## src/rtl/calibration_pkg.sv

```systemverilog
// Shared helpers for the ADC calibration datapath.
// Contents:
//   wide_t              - 64-bit signed working type for intermediate arithmetic
//   UnityGain           - gain coefficient equal to 1.0 at the default fractional width
//   sat_signed()        - clamp a wide value into a signed field of the given width
//   round_half_up_shift - add half an LSB then arithmetic-shift right by frac bits
package calibration_pkg;

    localparam int unsigned DefaultGainFrac = 12;
    localparam int unsigned UnityGain       = 1 << DefaultGainFrac;

    typedef logic signed [63:0] wide_t;

    function automatic wide_t sat_signed(input wide_t value, input int unsigned width);
        wide_t max_v;
        wide_t min_v;
        max_v = (wide_t'(1) <<< (width - 1)) - wide_t'(1);
        min_v = -max_v - wide_t'(1);
        if (value > max_v) begin
            return max_v;
        end
        if (value < min_v) begin
            return min_v;
        end
        return value;
    endfunction

    // Round half up: ties go towards +infinity, so -1.5 becomes -1.
    function automatic wide_t round_half_up_shift(input wide_t value, input int unsigned frac);
        if (frac == 0) begin
            return value;
        end
        return (value + (wide_t'(1) <<< (frac - 1))) >>> frac;
    endfunction

endpackage

```

## src/rtl/multi_channel_calibration_if.sv

```systemverilog
// AXI-stream style beat interface used by the calibration stage.
// Signals:
//   data  - sample payload
//   dest  - channel number
//   valid - beat present (master to slave)
//   ready - slave can take the beat (slave to master)
interface axi_stream #(
    parameter int unsigned DATA_WIDTH = 16,
    parameter int unsigned DEST_WIDTH = 8
);
    logic [DATA_WIDTH-1:0] data;
    logic [DEST_WIDTH-1:0] dest;
    logic                  valid;
    logic                  ready;

    modport master (output data, output dest, output valid, input ready);
    modport slave  (input data, input dest, input valid, output ready);
endinterface

```

## src/rtl/calibration_gain_stage.sv

```systemverilog
// Stages 2 and 3 of the calibration pipe: gain multiply with round-half-up,
// then output saturation and gain-enable select.
// Ports:
//   clock, reset        - clock and synchronous active-high reset
//   flush_i             - drop in-flight beats
//   advance_i           - whole pipe shifts this cycle
//   valid_i/sum_i/...   - stage-1 beat (offset-corrected sum, dest, clamp flag)
//   gains_i             - per-channel gain, sampled in stage 2
//   gain_enable_i       - per-channel enable, sampled in stage 3
//   valid_o/data_o/...  - stage-3 registered beat
//   sat_event_o         - pulse on the first cycle a clamped beat is presented
module calibration_gain_stage
    import calibration_pkg::*;
#(
    parameter int unsigned DATA_PATH_WIDTH = 16,
    parameter int unsigned N_CHANNELS      = 4,
    parameter int unsigned GAIN_WIDTH      = 16,
    parameter int unsigned GAIN_FRAC       = 12,
    parameter int unsigned DEST_WIDTH      = 8
) (
    input  logic                                  clock,
    input  logic                                  reset,
    input  logic                                  flush_i,
    input  logic                                  advance_i,
    input  logic                                  valid_i,
    input  logic [DATA_PATH_WIDTH-1:0]            sum_i,
    input  logic [DEST_WIDTH-1:0]                 dest_i,
    input  logic                                  sat_i,
    input  logic [N_CHANNELS-1:0][GAIN_WIDTH-1:0] gains_i,
    input  logic [N_CHANNELS-1:0]                 gain_enable_i,
    output logic                                  valid_o,
    output logic [DATA_PATH_WIDTH-1:0]            data_o,
    output logic [DEST_WIDTH-1:0]                 dest_o,
    output logic                                  sat_event_o
);
    localparam int unsigned ProdWidth = DATA_PATH_WIDTH + GAIN_WIDTH;
    localparam int unsigned ChIdxW    = (N_CHANNELS > 1) ? $clog2(N_CHANNELS) : 1;
    localparam logic [DEST_WIDTH-1:0] NumCh = DEST_WIDTH'(N_CHANNELS);

    // Stage 2 next-state
    logic                        s2_dest_ok;
    logic [GAIN_WIDTH-1:0]       gain_sel;
    logic signed [ProdWidth-1:0] prod;
    wide_t                       rnd_wide;
    logic signed [ProdWidth-1:0] s2_rnd_d;

    // Stage 2 registers
    logic                        s2_valid_q;
    logic signed [ProdWidth-1:0] s2_rnd_q;
    logic [DATA_PATH_WIDTH-1:0]  s2_sum_q;
    logic [DEST_WIDTH-1:0]       s2_dest_q;
    logic                        s2_sat_q;

    // Stage 3 next-state
    logic                        s3_dest_ok;
    logic                        gain_on;
    wide_t                       rnd_sat;
    logic                        gain_clamped;
    logic [DATA_PATH_WIDTH-1:0]  s3_data_d;
    logic                        s3_sat_d;

    // Stage 3 registers
    logic                        s3_valid_q;
    logic [DATA_PATH_WIDTH-1:0]  s3_data_q;
    logic [DEST_WIDTH-1:0]       s3_dest_q;
    logic                        sat_event_q;

    always_comb begin
        s2_dest_ok = (dest_i < NumCh);
        gain_sel   = '0;
        if (s2_dest_ok) begin
            gain_sel = gains_i[ChIdxW'(dest_i)];
        end
        prod     = $signed(sum_i) * $signed(gain_sel);
        rnd_wide = round_half_up_shift(wide_t'(prod), GAIN_FRAC);
        // The rounded quotient is narrower than the product, so this slice is lossless.
        s2_rnd_d = rnd_wide[ProdWidth-1:0];
    end

    always_comb begin
        s3_dest_ok = (s2_dest_q < NumCh);
        gain_on    = 1'b0;
        if (s3_dest_ok) begin
            gain_on = gain_enable_i[ChIdxW'(s2_dest_q)];
        end
        rnd_sat      = sat_signed(wide_t'(s2_rnd_q), DATA_PATH_WIDTH);
        gain_clamped = (rnd_sat != wide_t'(s2_rnd_q));
        s3_data_d    = gain_on ? rnd_sat[DATA_PATH_WIDTH-1:0] : s2_sum_q;
        // Gain-stage clamping only matters when the gained value is actually used.
        s3_sat_d     = s2_sat_q | (gain_on & gain_clamped);
    end

    always_ff @(posedge clock) begin
        if (reset) begin
            s2_valid_q  <= 1'b0;
            s2_rnd_q    <= '0;
            s2_sum_q    <= '0;
            s2_dest_q   <= '0;
            s2_sat_q    <= 1'b0;
            s3_valid_q  <= 1'b0;
            s3_data_q   <= '0;
            s3_dest_q   <= '0;
            sat_event_q <= 1'b0;
        end else if (flush_i) begin
            s2_valid_q  <= 1'b0;
            s3_valid_q  <= 1'b0;
            sat_event_q <= 1'b0;
        end else if (advance_i) begin
            s2_valid_q  <= valid_i;
            s2_rnd_q    <= s2_rnd_d;
            s2_sum_q    <= sum_i;
            s2_dest_q   <= dest_i;
            s2_sat_q    <= sat_i;
            s3_valid_q  <= s2_valid_q;
            s3_data_q   <= s3_data_d;
            s3_dest_q   <= s2_dest_q;
            sat_event_q <= s2_valid_q & s3_sat_d;
        end else begin
            // Stalled: the beat stays presented but its event has already pulsed.
            sat_event_q <= 1'b0;
        end
    end

    assign valid_o     = s3_valid_q;
    assign data_o      = s3_data_q;
    assign dest_o      = s3_dest_q;
    assign sat_event_o = sat_event_q;
endmodule

```

## src/rtl/saturating_adder.sv

```systemverilog
// Combinational signed adder with saturation to the operand width.
// Ports:
//   a_i, b_i - signed operands
//   sum_o    - saturated sum
//   sat_o    - high when the exact sum did not fit and was clamped
module saturating_adder
    import calibration_pkg::*;
#(
    parameter int unsigned Width = 16
) (
    input  logic [Width-1:0] a_i,
    input  logic [Width-1:0] b_i,
    output logic [Width-1:0] sum_o,
    output logic             sat_o
);
    wide_t exact;
    wide_t clamped;

    always_comb begin
        exact   = wide_t'($signed(a_i)) + wide_t'($signed(b_i));
        clamped = sat_signed(exact, Width);
        sum_o   = clamped[Width-1:0];
        sat_o   = (clamped != exact);
    end
endmodule

```

## src/rtl/multi_channel_calibration.sv

```systemverilog
// Per-channel ADC calibration: saturating offset, fixed-point gain with
// round-half-up, final saturation. Three-stage pipe with AXI-stream backpressure.
// Ports:
//   clock, reset      - clock and synchronous active-high reset
//   pipeline_flush    - drop all in-flight beats
//   offsets           - per-channel signed offset (stage 1)
//   gains             - per-channel signed gain, GAIN_FRAC fractional bits (stage 2)
//   gain_enable       - per-channel gain enable, 0 = offset only (stage 3)
//   data_in           - raw samples, dest selects the channel
//   data_out          - calibrated samples, dest passed through
//   saturation_event  - pulse when the presented output beat was clamped anywhere
//   dest_error        - sticky: a beat arrived with an out-of-range dest
module multi_channel_calibration
    import calibration_pkg::*;
#(
    parameter int unsigned DATA_PATH_WIDTH = 16,
    parameter int unsigned N_CHANNELS      = 4,
    parameter int unsigned GAIN_WIDTH      = 16,
    parameter int unsigned GAIN_FRAC       = DefaultGainFrac,
    parameter int unsigned DEST_WIDTH      = 8
) (
    input  logic                                       clock,
    input  logic                                       reset,
    input  logic                                       pipeline_flush,
    input  logic [N_CHANNELS-1:0][DATA_PATH_WIDTH-1:0] offsets,
    input  logic [N_CHANNELS-1:0][GAIN_WIDTH-1:0]      gains,
    input  logic [N_CHANNELS-1:0]                      gain_enable,
    axi_stream.slave                                   data_in,
    axi_stream.master                                  data_out,
    output logic                                       saturation_event,
    output logic                                       dest_error
);
    localparam int unsigned ChIdxW = (N_CHANNELS > 1) ? $clog2(N_CHANNELS) : 1;
    localparam logic [DEST_WIDTH-1:0] NumCh = DEST_WIDTH'(N_CHANNELS);

    logic                       out_valid;
    logic [DATA_PATH_WIDTH-1:0] out_data;
    logic [DEST_WIDTH-1:0]      out_dest;
    logic                       out_sat_event;

    logic                       advance;
    logic                       accept;
    logic                       in_dest_ok;
    logic [DATA_PATH_WIDTH-1:0] offset_sel;
    logic [DATA_PATH_WIDTH-1:0] s1_sum_d;
    logic                       s1_sat_d;

    logic                       s1_valid_q;
    logic [DATA_PATH_WIDTH-1:0] s1_data_q;
    logic [DEST_WIDTH-1:0]      s1_dest_q;
    logic                       s1_sat_q;
    logic                       dest_error_q;

    // Single global enable: every stage moves unless the output is held.
    assign advance       = ~out_valid | data_out.ready;
    assign data_in.ready = advance & ~reset & ~pipeline_flush;
    assign accept        = data_in.valid & advance & ~reset & ~pipeline_flush;

    always_comb begin
        in_dest_ok = (data_in.dest < NumCh);
        offset_sel = '0;
        if (in_dest_ok) begin
            offset_sel = offsets[ChIdxW'(data_in.dest)];
        end
    end

    saturating_adder #(
        .Width (DATA_PATH_WIDTH)
    ) u_offset_add (
        .a_i   (data_in.data),
        .b_i   (offset_sel),
        .sum_o (s1_sum_d),
        .sat_o (s1_sat_d)
    );

    always_ff @(posedge clock) begin
        if (reset) begin
            s1_valid_q <= 1'b0;
            s1_data_q  <= '0;
            s1_dest_q  <= '0;
            s1_sat_q   <= 1'b0;
        end else if (pipeline_flush) begin
            s1_valid_q <= 1'b0;
        end else if (advance) begin
            s1_valid_q <= accept;
            s1_data_q  <= s1_sum_d;
            s1_dest_q  <= data_in.dest;
            s1_sat_q   <= s1_sat_d;
        end
    end

    always_ff @(posedge clock) begin
        if (reset) begin
            dest_error_q <= 1'b0;
        end else if (accept && !in_dest_ok) begin
            dest_error_q <= 1'b1;
        end
    end

    calibration_gain_stage #(
        .DATA_PATH_WIDTH (DATA_PATH_WIDTH),
        .N_CHANNELS      (N_CHANNELS),
        .GAIN_WIDTH      (GAIN_WIDTH),
        .GAIN_FRAC       (GAIN_FRAC),
        .DEST_WIDTH      (DEST_WIDTH)
    ) u_gain_stage (
        .clock         (clock),
        .reset         (reset),
        .flush_i       (pipeline_flush),
        .advance_i     (advance),
        .valid_i       (s1_valid_q),
        .sum_i         (s1_data_q),
        .dest_i        (s1_dest_q),
        .sat_i         (s1_sat_q),
        .gains_i       (gains),
        .gain_enable_i (gain_enable),
        .valid_o       (out_valid),
        .data_o        (out_data),
        .dest_o        (out_dest),
        .sat_event_o   (out_sat_event)
    );

    assign data_out.valid   = out_valid;
    assign data_out.data    = out_data;
    assign data_out.dest    = out_dest;
    assign saturation_event = out_sat_event;
    assign dest_error       = dest_error_q;
endmodule

```

## src/flat_wrapper.sv

```systemverilog
// flat-port wrapper written by rule: the top's interface ports become plain ports
module multi_channel_calibration_flat import calibration_pkg::*;
#(
    parameter int unsigned DATA_PATH_WIDTH = 16,
    parameter int unsigned N_CHANNELS      = 4,
    parameter int unsigned GAIN_WIDTH      = 16,
    parameter int unsigned GAIN_FRAC       = DefaultGainFrac,
    parameter int unsigned DEST_WIDTH      = 8
)
  (clock, reset, pipeline_flush, offsets, gains, gain_enable, saturation_event, dest_error, data_in_data, data_in_dest, data_in_valid, data_in_ready, data_out_data, data_out_dest, data_out_valid, data_out_ready);
  axi_stream #(.DATA_WIDTH((16)), .DEST_WIDTH(DEST_WIDTH)) data_in_i ();
  axi_stream #(.DATA_WIDTH((16)), .DEST_WIDTH(DEST_WIDTH)) data_out_i ();
  input  logic clock;
  input  logic reset;
  input  logic pipeline_flush;
  input  logic [N_CHANNELS-1:0][DATA_PATH_WIDTH-1:0] offsets;
  input  logic [N_CHANNELS-1:0][GAIN_WIDTH-1:0] gains;
  input  logic [N_CHANNELS-1:0] gain_enable;
  output logic saturation_event;
  output logic dest_error;
  input wire logic [$bits(data_in_i.data)-1:0] data_in_data;
  input wire logic [$bits(data_in_i.dest)-1:0] data_in_dest;
  input wire logic [$bits(data_in_i.valid)-1:0] data_in_valid;
  output wire logic [$bits(data_in_i.ready)-1:0] data_in_ready;
  output wire logic [$bits(data_out_i.data)-1:0] data_out_data;
  output wire logic [$bits(data_out_i.dest)-1:0] data_out_dest;
  output wire logic [$bits(data_out_i.valid)-1:0] data_out_valid;
  input wire logic [$bits(data_out_i.ready)-1:0] data_out_ready;
  assign data_in_i.data = data_in_data;
  assign data_in_i.dest = data_in_dest;
  assign data_in_i.valid = data_in_valid;
  assign data_in_ready = data_in_i.ready;
  assign data_out_data = data_out_i.data;
  assign data_out_dest = data_out_i.dest;
  assign data_out_valid = data_out_i.valid;
  assign data_out_i.ready = data_out_ready;
  multi_channel_calibration #(.DATA_PATH_WIDTH(DATA_PATH_WIDTH), .N_CHANNELS(N_CHANNELS), .GAIN_WIDTH(GAIN_WIDTH), .GAIN_FRAC(GAIN_FRAC), .DEST_WIDTH(DEST_WIDTH)) u_core (.clock(clock), .reset(reset), .pipeline_flush(pipeline_flush), .offsets(offsets), .gains(gains), .gain_enable(gain_enable), .data_in(data_in_i), .data_out(data_out_i), .saturation_event(saturation_event), .dest_error(dest_error));
endmodule
```

## config.mk

```make
export PLATFORM = sky130hd
export DESIGN_NAME = multi_channel_calibration_flat
export DESIGN_NICKNAME = d
export VERILOG_FILES = /design/src/rtl/calibration_pkg.sv /design/src/rtl/multi_channel_calibration_if.sv /design/src/rtl/calibration_gain_stage.sv /design/src/rtl/saturating_adder.sv /design/src/rtl/multi_channel_calibration.sv /design/src/flat_wrapper.sv
export SDC_FILE = /design/constraint.sdc
export NUM_CORES = 1
export LEC_CHECK = 0
export ABC_AREA = 1
export BUFFER_PORTS_ARGS = -buffer_cell sky130_fd_sc_hd__buf_2
export CAP_MARGIN = 20
export CORE_MARGIN = 2
export CORE_UTILIZATION = 41
export DETAILED_ROUTE_END_ITERATION = 16
export PLACE_DENSITY_LB_ADDON = 0.3
export SLEW_MARGIN = 20
export SYNTH_ARGS = -nofsm -noshare
export SYNTH_HDL_FRONTEND = slang
export SYNTH_SLANG_ARGS = --single-unit
```

## constraint.sdc

```tcl
create_clock -name clock -period 9 [get_ports clock]
set_clock_uncertainty 0.15 [all_clocks]
set_input_delay 1.35 -clock clock [delete_from_list [all_inputs] [get_ports clock]]
set_output_delay 1.35 -clock clock [all_outputs]
set_load 0.005 [all_outputs]
```

After elaboration in Yosys (flattened, before gate mapping)
Index checks and enable logic that the tools add are counted.

Add/subtract/negate cells: 2. Multiply operators: 1. Order comparisons: 10. Equal/unequal tests: 2. Muxes and demuxes: 24. Bitwise operators: 13. Reduce and logical (&&, ||, !) cells: 5.

Operators by type and width (count): 2-to-1 mux 64 bit (8); 2-to-1 mux 16 bit (5); binary-select mux 16 bit (select 2 bit) (2); > comparator 64 x 16 -> 1 bit (second input constant) (1); < comparator 64 x 16 -> 1 bit (second input constant) (1); inequality test 64 x 21 -> 1 bit (1); inequality test 64 bit (1); adder 32 x 13 -> 33 bit (second input constant) (1); multiplier 16 x 16 -> 32 bit (1); < comparator 8 x 3 -> 1 bit (second input constant) (3); > comparator 21 x 16 -> 1 bit (second input constant) (1); < comparator 21 x 16 -> 1 bit (second input constant) (1); adder 16 x 16 -> 17 bit (1); < comparator 2 x 3 -> 1 bit (second input constant) (3); 2-to-1 mux 1 bit (8); AND 1 bit (7); NOT 1 bit (4); OR reduction 3 bit (1); binary-select mux 1 bit (select 2 bit) (1); bitwise OR 1 bit (2); AND reduction 2 bit (1); OR reduction 2 bit (1); logical AND 1 bit (1); logical NOT 1 bit (1).

Flip-flop bits (word level): 100. Bits of input ports: 161. Output and inout port bits: 28. Logic and storage cells: 71.

Longest topological paths before layout
Depth after elaboration: 10. Gate-level depth with buffers: 35. Mapped depth without buffers: 32.

Modules after synthesis
From an unflattened synthesis, not the netlist that was laid out.

Cell total of the unflattened synthesis: 2278. Area, all modules: 16529.6 µm².

By module, submodules not included: calibration_gain_stage (times used 1, cells each 1814, area each 13676.9 µm², sequential area each 1461.4 µm²); multi_channel_calibration (times used 1, cells each 253, area each 1671.6 µm², sequential area each 540.5 µm²); saturating_adder (times used 1, cells each 211, area each 1181.1 µm², sequential area each 0.0 µm²).

Worst setup path before layout
Ideal clock, no wire load.

Path kind: input-to-reg. From: input gains[21] (netlist name). To: register u_core.u_gain_stage.s2_rnd_q[19]. Setup time: 0.117 ns. Arrival: 7.032 ns. Required time: 8.733 ns. Slack: 1.701 ns. Stages: 25. Path buffers: 1. Cell sequence: o21ai_0 o22ai_1 nand2_1 clkbuf_1 nor2_1 fa_1 inv_1 fa_1 inv_1 fa_1 inv_1 fa_1 fa_1 fa_1 inv_1 ha_1 inv_1 nor3_1 nand2_1 o311ai_0 a31oi_1 nand3_1 nand2_1 nor2_1 nor2_1.

Longest elaborated chain between the ends: 5.

Ends and longest elaborated chain: start, declared (line flat_wrapper.sv:17) `input logic [N_CHANNELS-1:0][GAIN_WIDTH-1:0] gains;`; binary-select mux 16 bit (select 2 bit) (line calibration_gain_stage.sv:72) `gain_sel = gains_i[ChIdxW'(dest_i)];`; 2-to-1 mux 16 bit (not written as such) (line calibration_gain_stage.sv:72); 2-to-1 mux 16 bit (line calibration_gain_stage.sv:71) `if (s2_dest_ok) begin`; multiplier 16 x 16 -> 32 bit (line calibration_gain_stage.sv:74) `prod = $signed(sum_i) * $signed(gain_sel);`; adder 32 x 13 -> 33 bit (line calibration_pkg.sv:33) `return (value + (wide_t'(1) <<< (frac - 1))) >>> frac;`; end signal, assigned (line calibration_gain_stage.sv:110) `s2_rnd_q <= s2_rnd_d;`; end, declared (line calibration_gain_stage.sv:49) `logic signed [ProdWidth-1:0] s2_rnd_q;`.

No other way between the ends. The select of a mux whose other input is x is not followed. A chain may end at the register's enable or synchronous reset.

Worst setup path after layout
From: input gains[1] (netlist name). To: register u_core.u_gain_stage.s2_rnd_q[19].

Same word-level chain as after synthesis.

==> summary.log <==
INFO  synthesis      ys_types=49
INFO  worst_setup_path cp-start-kind=input port
INFO  synthesis      synth_seq_cells=100
INFO  routing        totalWireLength=49030microns
INFO  layout         fin_nets=2752
INFO  cts            cts_root_buffer=clkbuf_16
INFO  routing        detailroute.via_count=14180
INFO  timing         setup_tns=0ns
INFO  floorplan      ios=189
INFO  cts            clock_tree_from_tritoncts=done
INFO  synthesis      syn_avg_cell_area=7.526squm
INFO  worst_setup_path crit_slowest_cell=fa_1
INFO  routing        firstDrtPassIters=6
INFO  synthesis      synth_seq_area_share=12.67%
INFO  floorplan      die_area=40140squm
INFO  cts            clock_slew_at_the_register_clock_pins_of_the_worst_setup_and_hold_paths=0.08ns
INFO  cts            ctsHtreeMaxLevel=3
INFO  job            max_cap_viol_count=0
INFO  floorplan      fp-row-count=71
INFO  layout         layout-area-overhead-vs-synth=10.66%
INFO  global_routing grt_antenna_before_repair=3
INFO  placement      place_congestion=0.9747
INFO  power          vdd_ir_max=110.2uV
INFO  timing         setup_viol=0
INFO  timing         unrepaired_setup_endpoints_after_global_routing=false
INFO  routing        antenna_left=0
INFO  routing        remaining_drc_errors=0
INFO  layout         layout-drive-gt1-share=11.78%
INFO  timing         max-slew-margin-rel=46.30%
INFO  cts            cts_hold_buffers=0
INFO  worst_setup_path critical_path_buf_inv_count=7
INFO  routing        starting_drc_count_in_detailed_routing=1048
INFO  cts            cts_resized=0
INFO  routing        detail_route.vias_per_cell=5.168
INFO  min_path       min-delay-path-class=flip-flop to flip-flop
INFO  synthesis      synth.cell_area=15810squm
INFO  status         status=finished clean
INFO  placement      dp_slack=0.8947ns
INFO  worst_setup_path top_cell_family_by_delay_on_the_critical_path=adder cells
INFO  worst_setup_path reg2reg_setup_slack=1.36ns
INFO  timing         min_period_over_period=85.87%
INFO  floorplan      die-width=200.3microns
INFO  synthesis      postSynthNetCount=2624
INFO  power          cellPowerDensity=121.9nW/um^2
INFO  global_routing vias_in_the_first_global_route=14646
INFO  layout         finish.instance_area=17490squm
INFO  worst_setup_path worst_path_maximum_fanout=7
INFO  worst_setup_path critical-path-max-stage-delay=0.59ns
INFO  layout         utilization=46.21%
INFO  global_routing gr-usage-all-layers=24.81%
INFO  power          finalPower=2.132mW
INFO  power          power.static_leakage=8.853nW
INFO  timing         finalMaxSlewViolations=0
INFO  timing         worst_pin_slew=0.8047ns
INFO  cts            max-clock-path-buffers=2
INFO  worst_setup_path cp.required=9.10ns
INFO  global_routing grt_start_max_net_pins=74
INFO  placement      hpwl_reported_at_the_end_of_detailed_placement=40730microns
INFO  cts            clock_buffers_created_by_tritoncts=9
INFO  global_routing grt_pass1_wl=78470microns
INFO  cts            post-cts-setup-buffer-count=0
INFO  timing         fmax=129.4MHz
INFO  cts            worstSkewPairLatency=0.36ns
INFO  synthesis      asyncSetResetFlopFracSynth=0%
INFO  placement      place.detailed.instances=2728
INFO  cts            tritoncts_num_sinks=100
INFO  placement      post_dp_cell_area=17150squm
INFO  floorplan      floorplan.initialDensity=41.76%
INFO  layout         insertedDiodeCount=0
INFO  timing         hold-worst-slack=0.3155ns
INFO  synthesis      postSynthCellCount=2100
INFO  layout         finalNonFillerCells=2744
INFO  floorplan      die_height=200.3microns
INFO  timing         hold_viol_final=0
INFO  placement      io_buffers=188
INFO  worst_setup_path kind_of_end_point_of_the_critical_path=flip-flop
INFO  synthesis      ys_warn_count=0
INFO  timing         fin_ws=1.272ns
INFO  synthesis      synth_edf_count=0
INFO  floorplan      core_area=37840squm
INFO  worst_setup_path critical_path_class=input port to flip-flop
INFO  routing        wl_per_cell=17.87microns
INFO  timing         finalCriticalPeriod=7.728ns
INFO  worst_setup_path critical_path_arrival=7.83ns
INFO  synthesis      ys.flop_type=dfxtp_1
INFO  global_routing grt_overflow=0
-- worst reg2reg max path: stages (launching register included) --
cell,delay [ns]
dfxtp_1,0.33
nor2_1,0.11
nand2_1,0.07
nor2_2,0.61
buf_4,0.26
nand2_1,0.24
nor2_1,0.36
fa_1,0.51
inv_1,0.22
fa_1,0.59
inv_1,0.38
fa_1,0.57
fa_1,0.58
inv_1,0.06
fa_1,0.51
fa_1,0.55
inv_1,0.05
ha_1,0.36
inv_1,0.10
nor3_1,0.33
nand2_1,0.08
o311ai_0,0.09
a31oi_1,0.11
nand3_1,0.12
nand2_1,0.05
nor2_1,0.10
nor2_1,0.05
-- sequential cells by signal, summed over array words and instances (netlist names), 8 cells and up --
| name | cells |
|---|---|
| u_core.s1_dest_q | 8 |
| u_core.u_gain_stage.s2_rnd_q | 21 |
| u_core.u_gain_stage.s2_dest_q | 8 |
| u_core.u_gain_stage.s2_sum_q | 16 |
| u_core.u_gain_stage.data_o | 16 |
| u_core.s1_data_q | 16 |
| u_core.u_gain_stage.dest_o | 8 |
-- per-layer routing --
metal,vias up,GRT usage [%],routed length (microns)
li1,6691,-,-
met1,6859,30.92,20220
met2,537,43.87,23750
met3,93,4.133,3466
met4,0,7.751,1593
met5,-,0,0
-- synth_stat cells (14+ instances only) --
cell | number | area share [%]
xor2_1 | 21 | 1.2
buf_2 | 17 | 0.54
dfxtp_1 | 100 | 13
nor2_1 | 334 | 7.9
ha_1 | 95 | 7.5
o21ai_0 | 176 | 5.6
clkbuf_1 | 63 | 1.5
inv_1 | 418 | 9.9
nand3_1 | 39 | 1.2
fa_1 | 268 | 34
a31oi_1 | 14 | 0.55
a21oi_1 | 133 | 4.2
nand2_1 | 287 | 6.8
-- placed cells by master, fill, tap and decap left out, types with 3 or more instances in the layout --
| cell type | n |
|---|---|
| buf_2 | 188 |
| o21ai_0 | 176 |
| inv_2 | 3 |
| xnor2_1 | 9 |
| a31oi_1 | 14 |
| dfxtp_1 | 100 |
| and3_1 | 3 |
| o21bai_1 | 3 |
| o221ai_1 | 12 |
| nor3_1 | 10 |
| a211oi_1 | 4 |
| xor2_1 | 21 |
| nor4_1 | 5 |
| fa_1 | 268 |
| nand2_1 | 287 |
| nand3_2 | 4 |
| a21oi_2 | 11 |
| a21oi_1 | 132 |
| inv_1 | 418 |
| nand3_1 | 39 |
| clkinv_1 | 7 |
| buf_4 | 18 |
| ha_1 | 95 |
| nor2_1 | 333 |
| nand2_2 | 7 |
| o22ai_1 | 13 |
| nand4_1 | 9 |
| clkbuf_16 | 9 |
| a21o_1 | 4 |
-- path summary, 6_finish.rpt --
path / start / to / cells after the start
worst max-delay path: gains[1] / u_core.u_gain_stage.s2_rnd_q[19] / 27
worst min-delay path: u_core.u_gain_stage.data_o[12] / u_core.u_gain_stage.data_o[12] / 2
worst max register to register: u_core.s1_dest_q[6] / u_core.u_gain_stage.s2_rnd_q[19] / 26
worst min register to register: u_core.u_gain_stage.data_o[12] / u_core.u_gain_stage.data_o[12] / 2
-- power breakdown --
group	total [mW]	internal (mW)	switching, mW
Sequential	0.530	0.487	0.0425
Combinational	1.18	0.408	0.767
Clock	0.428	0.226	0.202
-- area by class of cell --
type                            count  area, sq um
Timing Repair Buffer              206         1076
Sequential cell                   100         2002
Inverter                          429         1612
Clock inverter                      7        102.6
Multi-Input combinational cell   1482        11830
Tap cell                          511        639.4
Fill cell                        3850        20350
Clock buffer                        9        225.2
-- logic make-up after synthesis --
family	count (synthesis)	share of synthesized area, %
and+or+nand+nor	708	18.16
buffers and inverters	518	12.59
AOI/OAI and AO/OA	379	13.25
DFF	100	12.67
adders and majority gates	363	41.47
xor gates and xnor gates	32	1.868
(Power assumes the default switching activity.)
